$ cat src/rtl/controle.sv
// controle: registered RV32I main control decoder forming the ID/EX control field.
module controle (
    input  logic       clock,
    input  logic       reset,
    input  logic [6:0] opcode,
    output logic       mem_to_reg_out,
    output logic       reg_write_out,
    output logic       mem_read_out,
    output logic       mem_write_out,
    output logic       beq_instruction_out,
    output logic       aluSrc_out,
    output logic [1:0] aluOp_out
);
    logic [7:0] w_ctrl;
    logic [7:0] r_ctrl;
    // {mem_to_reg, reg_write, mem_read, mem_write, beq, aluSrc, aluOp}
    always_comb begin
        w_ctrl = (opcode == 7'b0110011) ? 8'b0100_0010 :
                 (opcode == 7'b0000011) ? 8'b1110_0100 :
                 (opcode == 7'b0100011) ? 8'b0001_0100 :
                 (opcode == 7'b1100011) ? 8'b0000_1001 : 8'b0000_0000;
    end
    always_ff @(posedge clock) begin
        if (!reset) r_ctrl <= 8'b0;
        else        r_ctrl <= w_ctrl;
    end
    assign {mem_to_reg_out, reg_write_out, mem_read_out, mem_write_out,
            beq_instruction_out, aluSrc_out, aluOp_out} = r_ctrl;
endmodule

$ cat config.mk
export PLATFORM = sky130hd
export DESIGN_NAME = controle
export DESIGN_NICKNAME = d
export VERILOG_FILES = /design/src/rtl/controle.sv
export SDC_FILE = /design/constraint.sdc
export NUM_CORES = 1
export LEC_CHECK = 0
export CORE_AREA = 2 2 39 41
export DETAILED_ROUTE_END_ITERATION = 8
export DIE_AREA = 0 0 41 43
export GPL_ROUTABILITY_DRIVEN = 0
export GPL_TIMING_DRIVEN = 0
export PLACE_DENSITY = 0.47
export SETUP_SLACK_MARGIN = 0.15
export SYNTH_ARGS = -nofsm -noshare
export SYNTH_HDL_FRONTEND = slang
export SYNTH_SLANG_ARGS = --single-unit
$ cat constraint.sdc
create_clock -name clock -period 1.2 [get_ports clock]
set_clock_uncertainty 0.1 [all_clocks]
set_input_delay 0.12 -clock clock [delete_from_list [all_inputs] [get_ports clock]]
set_output_delay 0.12 -clock clock [all_outputs]
set_load 0.02 [all_outputs]
==> results of run 1 <==
[final cells by class]
cell class                      instances  share of cell area [%]
Clock buffer                            3                   5.325
Tap cell                               16                   4.734
Buffer                                  2                   3.550
Sequential cell                         6                   28.70
Multi-Input combinational cell         14                   21.60
Timing Repair Buffer                   16                   36.09
[power breakdown]
group | internal, uW | switching [uW]
sequential | 201 | 0.228
clock | 112 | 61.7
combinational | 27.1 | 18.7
total | 340 | 80.6
[through the flow]
stage | instances | hold slack, ns | worst slack (ns)
2_1_floorplan | 22 | 0.09599 | 0.1954
3_3_place_gp | 54 | 0.6132 | -0.3097
3_5_place_dp | 54 | 0.6250 | -0.3395
4_1_cts | 57 | 0.1722 | 0.1569
5_1_grt | 57 | 0.1913 | 0.1279
6_report | 57 | 0.1772 | 0.1800
[synth_stat cells]
cell type and instances:
sky130_fd_sc_hd__buf_4 2, sky130_fd_sc_hd__dfxtp_1 6, sky130_fd_sc_hd__nand2_1 3, sky130_fd_sc_hd__nand2b_1 1
sky130_fd_sc_hd__nand4b_1 1, sky130_fd_sc_hd__nor2_1 1, sky130_fd_sc_hd__nor3_1 2, sky130_fd_sc_hd__nor3_2 1
sky130_fd_sc_hd__nor4_1 2, sky130_fd_sc_hd__or2_2 1, sky130_fd_sc_hd__or4b_1 1, sky130_fd_sc_hd__xor2_1 1
[what timing repair did]
action | CTS | global route
gates resized for setup | 31 | 7
pin swaps | 2 | 0
endpoints found under the setup margin | 11 | 6
[worst min-delay path by stage]
| stage | end | slack (ns) | startpoint | cells past startpoint |
|---|---|---|---|---|
| 3_5_place_dp | r_ctrl[0] | 0.63 | opcode[6] | 3 |
| 5_1_grt | r_ctrl[5] | 0.19 | opcode[5] | 2 |
| 2_1_floorplan | r_ctrl[2] | 0.1 | opcode[4] | 1 |
| 3_3_place_gp | r_ctrl[0] | 0.61 | opcode[6] | 3 |
| 4_1_cts | r_ctrl[5] | 0.17 | opcode[5] | 2 |
| 6_report | r_ctrl[5] | 0.18 | opcode[5] | 2 |
[worst max-delay path, stage by stage]
cell and delay, ns:
sky130_fd_sc_hd__clkdlybuf4s50_1 0.43, sky130_fd_sc_hd__nand4b_1 0.26, sky130_fd_sc_hd__nor3_1 0.25
[routing by layer]
layer	share of wire [%]	global-route usage [%]	routed length, um
met1	38	6.796	176
met2	49	9.375	228
met5	0	0	0
met3	13	3.141	60
met4	0	6.000	0
[cell families (layout without fill, tap and decap cells)]
family,count (synthesis),count (layout)
flops,6,6
buf+inv,2,21
simple gates,13,13
xor+xnor,1,1
[cells in the final DEF (no fill, tap or decap), drive strengths merged]
master and count:
xor2 1, clkdlybuf4s15 4, dfxtp 6, or2 1, nand2 3, clkbuf 3, nor2 1, buf 6
clkdlybuf4s50 4, nor3 3, nor4 2, nand4b 1, nand2b 1, or4b 1, dlygate4sd2 4
==> flow_summary_export.csv, run 1 <==
group,metric,value,unit
die,core_region_area,0.001384,mm2
logic_synthesis,synth_cell_types,12,
cells_and_area,antenna-diode-count,0,
cells_and_area,fillers,151,
setup_path,timing.setup.critical_path_class,"in2reg",
routing,postRouteWirelength,464,um
logic_synthesis,synth.mux.area_fraction,0,%
clock_network,cts_inserted_buffers,3,
cells_and_area,design_area,422.9,um2
die,die-width,41,um
clock_network,cts_htree_levels,1,
logic_synthesis,synth_xor_area_share,3.933,%
die,num_rows,14,
logic_synthesis,post_synthesis_compound_gate_area_fraction,0,%
logic_synthesis,area_of_the_mapped_netlist,222.7,um2
run_status,run_status,"complete, no violations",
timing,timing_hold_violations_final,0,
clock_network,cts_num_sinks,6,
logic_synthesis,synth_simple_gate_area_share,35.39,%
timing,fin_crit,1.020,ns
timing,timing.final.setup_violations,0,
timing,drv_slew,0,
cells_and_area,multi_input_comb_area,91.34,um2
logic_synthesis,synth-adder-area-share,0,%
setup_path,startpoint_type,"primary input",
power_and_ir_drop,power_per_cell_area,995.6,mW/mm2
die,floorplan.initialDensity,16.09,%
power_and_ir_drop,power.static_leakage,0.0001710,uW
clock_network,clkTransAtPathRegs,0.04,ns
routing,postRouteAntennaNets,0,
logic_synthesis,synth_cells,22,
logic_synthesis,ys_warn_count,0,
die,die_area,0.001763,mm2
place,io_buffers,16,
global_route,track_usage,6.640,%
timing,max_freq,980.4,MHz
logic_synthesis,yosysTopAreaCell,"sky130_fd_sc_hd__dfxtp_1",
setup_path,launch_point_of_the_critical_path,"opcode[6]",
logic_synthesis,syn_avg_cell_area,10.12,um2
global_route,grt_max_degree,6,
setup_path,required,1.24,ns
logic_synthesis,mappedNetlistNets,31,
setup_path,critical_path.endpoint_type,"register",
setup_path,arrival_worst_endpoint,1.06,ns
routing,wl_per_cell,8.140,um
cells_and_area,seq_area,121.4,um2
die,i_o_pins,17,
routing,dr.first_iter.drc_count,2,
logic_synthesis,synth_area_leaders,"sky130_fd_sc_hd__dfxtp_1 (54%), sky130_fd_sc_hd__buf_4 (6.7%), sky130_fd_sc_hd__nor4_1 (5.6%)",
routing,drc,0,
cells_and_area,finish.net_count,52,
cells_and_area,reg_top3,"r_ctrl: 6 flops",
timing,max_slew_margin,85.81,%
cells_and_area,syn2layout_area_growth,89.89,%
clock_network,post_cts.repair.setup_buffers,0,
die,chip_height,43,um
setup_path,crit_end,"r_ctrl[1]",
logic_synthesis,ys_seq_area_share,53.93,%
global_route,antenna_found_initial,0,
timing,final_min_period_over_clock_period,85.00,%
hold_path,hold_class,"in2reg",
power_and_ir_drop,design_power_total,421.0,uW
clock_network,clk_path_buf_depth,2,
cells_and_area,ratio_of_cells_with_drive_above_1_in_the_final_layout,41.46,%
logic_synthesis,yosysTopAreaCellShare,53.93,%
routing,via_per_inst,3.842,
clock_network,postCtsHoldBufs,0,
routing,num_vias,219,
setup_path,crit_fanout,4,
routing,dr.pass1.iters,4,
power_and_ir_drop,vdd.ir_drop.worst,254.2,uV
place,postPlaceCellArea,402.9,um2
clock_network,root_buffer,"sky130_fd_sc_hd__clkbuf_4",
timing,worstMarginPinSlew,0.2110,ns
place,place.detailed.hpwl,411.1,um
timing,fin_tns_setup,0,ns
cells_and_area,final_core_util,30.56,%
run,maxCapViolations,0,
clock_network,tritoncts_clock_tree,"yes",
global_route,overflow,0,
cells_and_area,number_of_flip_flops_under_the_largest_register_name,6,
global_route,first_global_vias,207,
cells_and_area,max_flop_register,"r_ctrl",
global_route,wire_length_of_the_first_global_routing_pass,745,um
timing,rsz0062_at_grt,"true",
logic_synthesis,ys_ff_latch,6,
logic_synthesis,synth_top_family_by_area,"simple AND/OR/NAND/NOR gates",
(Power assumes the default switching activity.)
==> run 2: changes to the inputs <==
Clock period 1.2 ns to 1.3 ns, I/O delays scaled along.
==> flow_summary_export.csv, run 2 (same netlist as run 1, synthesis figures left out) <==
group,metric,value,unit
cells_and_area,max_flop_register,"r_ctrl",
cells_and_area,number_of_flip_flops_under_the_largest_register_name,6,
global_route,track_usage,6.640,%
die,i_o_pins,17,
routing,postRouteAntennaNets,0,
routing,postRouteWirelength,483,um
place,io_buffers,16,
routing,via_per_inst,3.825,
power_and_ir_drop,power_per_cell_area,930.8,mW/mm2
global_route,first_global_vias,208,
timing,max_freq,903.4,MHz
clock_network,post_cts.repair.setup_buffers,0,
global_route,use_met1,6.796,%
die,die-width,41,um
cells_and_area,mostFrequentLayoutCells,"sky130_fd_sc_hd__dlygate4sd2_1 (7), sky130_fd_sc_hd__dfxtp_1 (6), sky130_fd_sc_hd__clkdlybuf4s50_1 (4), sky130_fd_sc_hd__nand2_1 (3), sky130_fd_sc_hd__clkbuf_4 (3)",
setup_path,timing.setup.critical_path_class,"reg2out",
setup_path,crit_path_cell_trace,"dlygate4sd2_1",
routing,dr.first_iter.drc_count,2,
clock_network,cts_inserted_buffers,3,
timing,setup_ws_final,0.1930,ns
die,num_rows,14,
setup_path,startpoint_type,"register",
clock_network,clkTransAtPathRegs,0.04,ns
timing,max_slew_margin,85.74,%
power_and_ir_drop,design_power_total,392.5,uW
die,die_area,0.001763,mm2
global_route,grt-busiest-layer,"met2",
cells_and_area,syn2layout_area_growth,89.33,%
power_and_ir_drop,power.static_leakage,0.0002128,uW
global_route,wire_length_of_the_first_global_routing_pass,745,um
timing,final.hold.worst_slack,0.1283,ns
clock_network,cts_num_sinks,6,
timing,timing_hold_violations_final,0,
cells_and_area,ratio_of_cells_with_drive_above_1_in_the_final_layout,24.39,%
global_route,groute.layer.met3.usage,3.141,%
hold_path,worst_hold_path.num_cells,3,
hold_path,hold_class,"in2reg",
clock_network,postCtsHoldBufs,0,
global_route,overflow,0,
setup_path,required,1.07,ns
die,floorplan.initialDensity,16.09,%
setup_path,cp_top_family,"buffers and inverters",
global_route,antenna_found_initial,0,
clock_network,cts_htree_levels,1,
setup_path,critical-path-slowest-cell,"sky130_fd_sc_hd__dlygate4sd2_1",
setup_path,critPathBufInv,1,
cells_and_area,finish.net_count,52,
clock_network,tritoncts_clock_tree,"yes",
routing,num_vias,218,
timing,fin_tns_setup,0,ns
timing,fin_crit,1.107,ns
cells_and_area,antenna-diode-count,0,
hold_path,whs_endpoint,"r_ctrl[0]",
place,setup_slack_at_placement,-0.2495,ns
clock_network,clk_path_buf_depth,2,
timing,worstMarginPinSlew,0.2119,ns
die,chip_height,43,um
timing,rsz0062_at_grt,"true",
power_and_ir_drop,vdd.ir_drop.worst,241.7,uV
timing,final_min_period_over_clock_period,85.15,%
routing,dr.pass1.iters,2,
setup_path,arrival_worst_endpoint,0.88,ns
cells_and_area,final_core_util,30.47,%
cells_and_area,layout_commonest_cell,"sky130_fd_sc_hd__dlygate4sd2_1",
timing,timing.final.setup_violations,0,
setup_path,launch_point_of_the_critical_path,"r_ctrl[5]",
setup_path,critical_path_depth,1,
cells_and_area,reg_top3,"r_ctrl: 6 flops",
hold_path,hold_path_startpoint,"opcode[3]",
setup_path,crit_fanout,2,
clock_network,root_buffer,"sky130_fd_sc_hd__clkbuf_4",
run,maxCapViolations,0,
place,place.detailed.hpwl,411.1,um
setup_path,critical_path.endpoint_type,"primary output",
setup_path,worst_path_largest_cell_delay,0.33,ns
global_route,global_route.usage.met2,9.375,%
run_status,run_status,"complete, no violations",
routing,drc,0,
die,core_region_area,0.001384,mm2
timing,drv_slew,0,
global_route,grt_max_degree,6,
routing,wl_per_cell,8.474,um
## run 2: through the flow
stage / instance area (um2) / cells
detailed placement: 402.9 / 54
global placement: 402.9 / 54
global route: 421.7 / 57
CTS: 419.2 / 57
floorplan: 222.7 / 22
finish: 421.7 / 57
## run 2: timing repair
item	CTS	global route
endpoints found under the setup margin	10	7
pin swaps	1	2
resized for setup	13	7
## run 2: metal layers
layer	vias up	part of all wire [%]
li1	114	-
met1	92	38
met2	12	49
met3	0	12
met4	0	0
met5	-	0
## run 2: layout make-up
cell class / count / area [um2]
clock buffer: 3 / 22.52
timing repair buffer: 16 / 146.4
buffer: 2 / 15.01
sequential: 6 / 120.1
fill: 154 / 962.2
multi-input combinational: 14 / 97.59
tap: 16 / 20.02
## run 2: worst max-delay path by stage
| stage | slack [ns] | end |
|---|---|---|
| 2_1_floorplan | 0.29 | r_ctrl[0] |
| 3_3_place_gp | -0.22 | r_ctrl[0] |
| 3_5_place_dp | -0.25 | r_ctrl[0] |
| 4_1_cts | 0.09 | aluOp_out[0] |
| 5_1_grt | 0.13 | mem_read_out |
| 6_report | 0.19 | mem_read_out |
## run 2: power by group
| part | internal, uW | switching (uW) |
|---|---|---|
| Sequential | 186 | 0.188 |
| Combinational | 25.9 | 19.0 |
| Clock | 104 | 58.1 |
==> run 3: changes to the inputs <==
Settings changed: SLEW_MARGIN from default to 20.
==> results of run 3 <==
Final layout, timing and power as in run 2 (identical DEF).
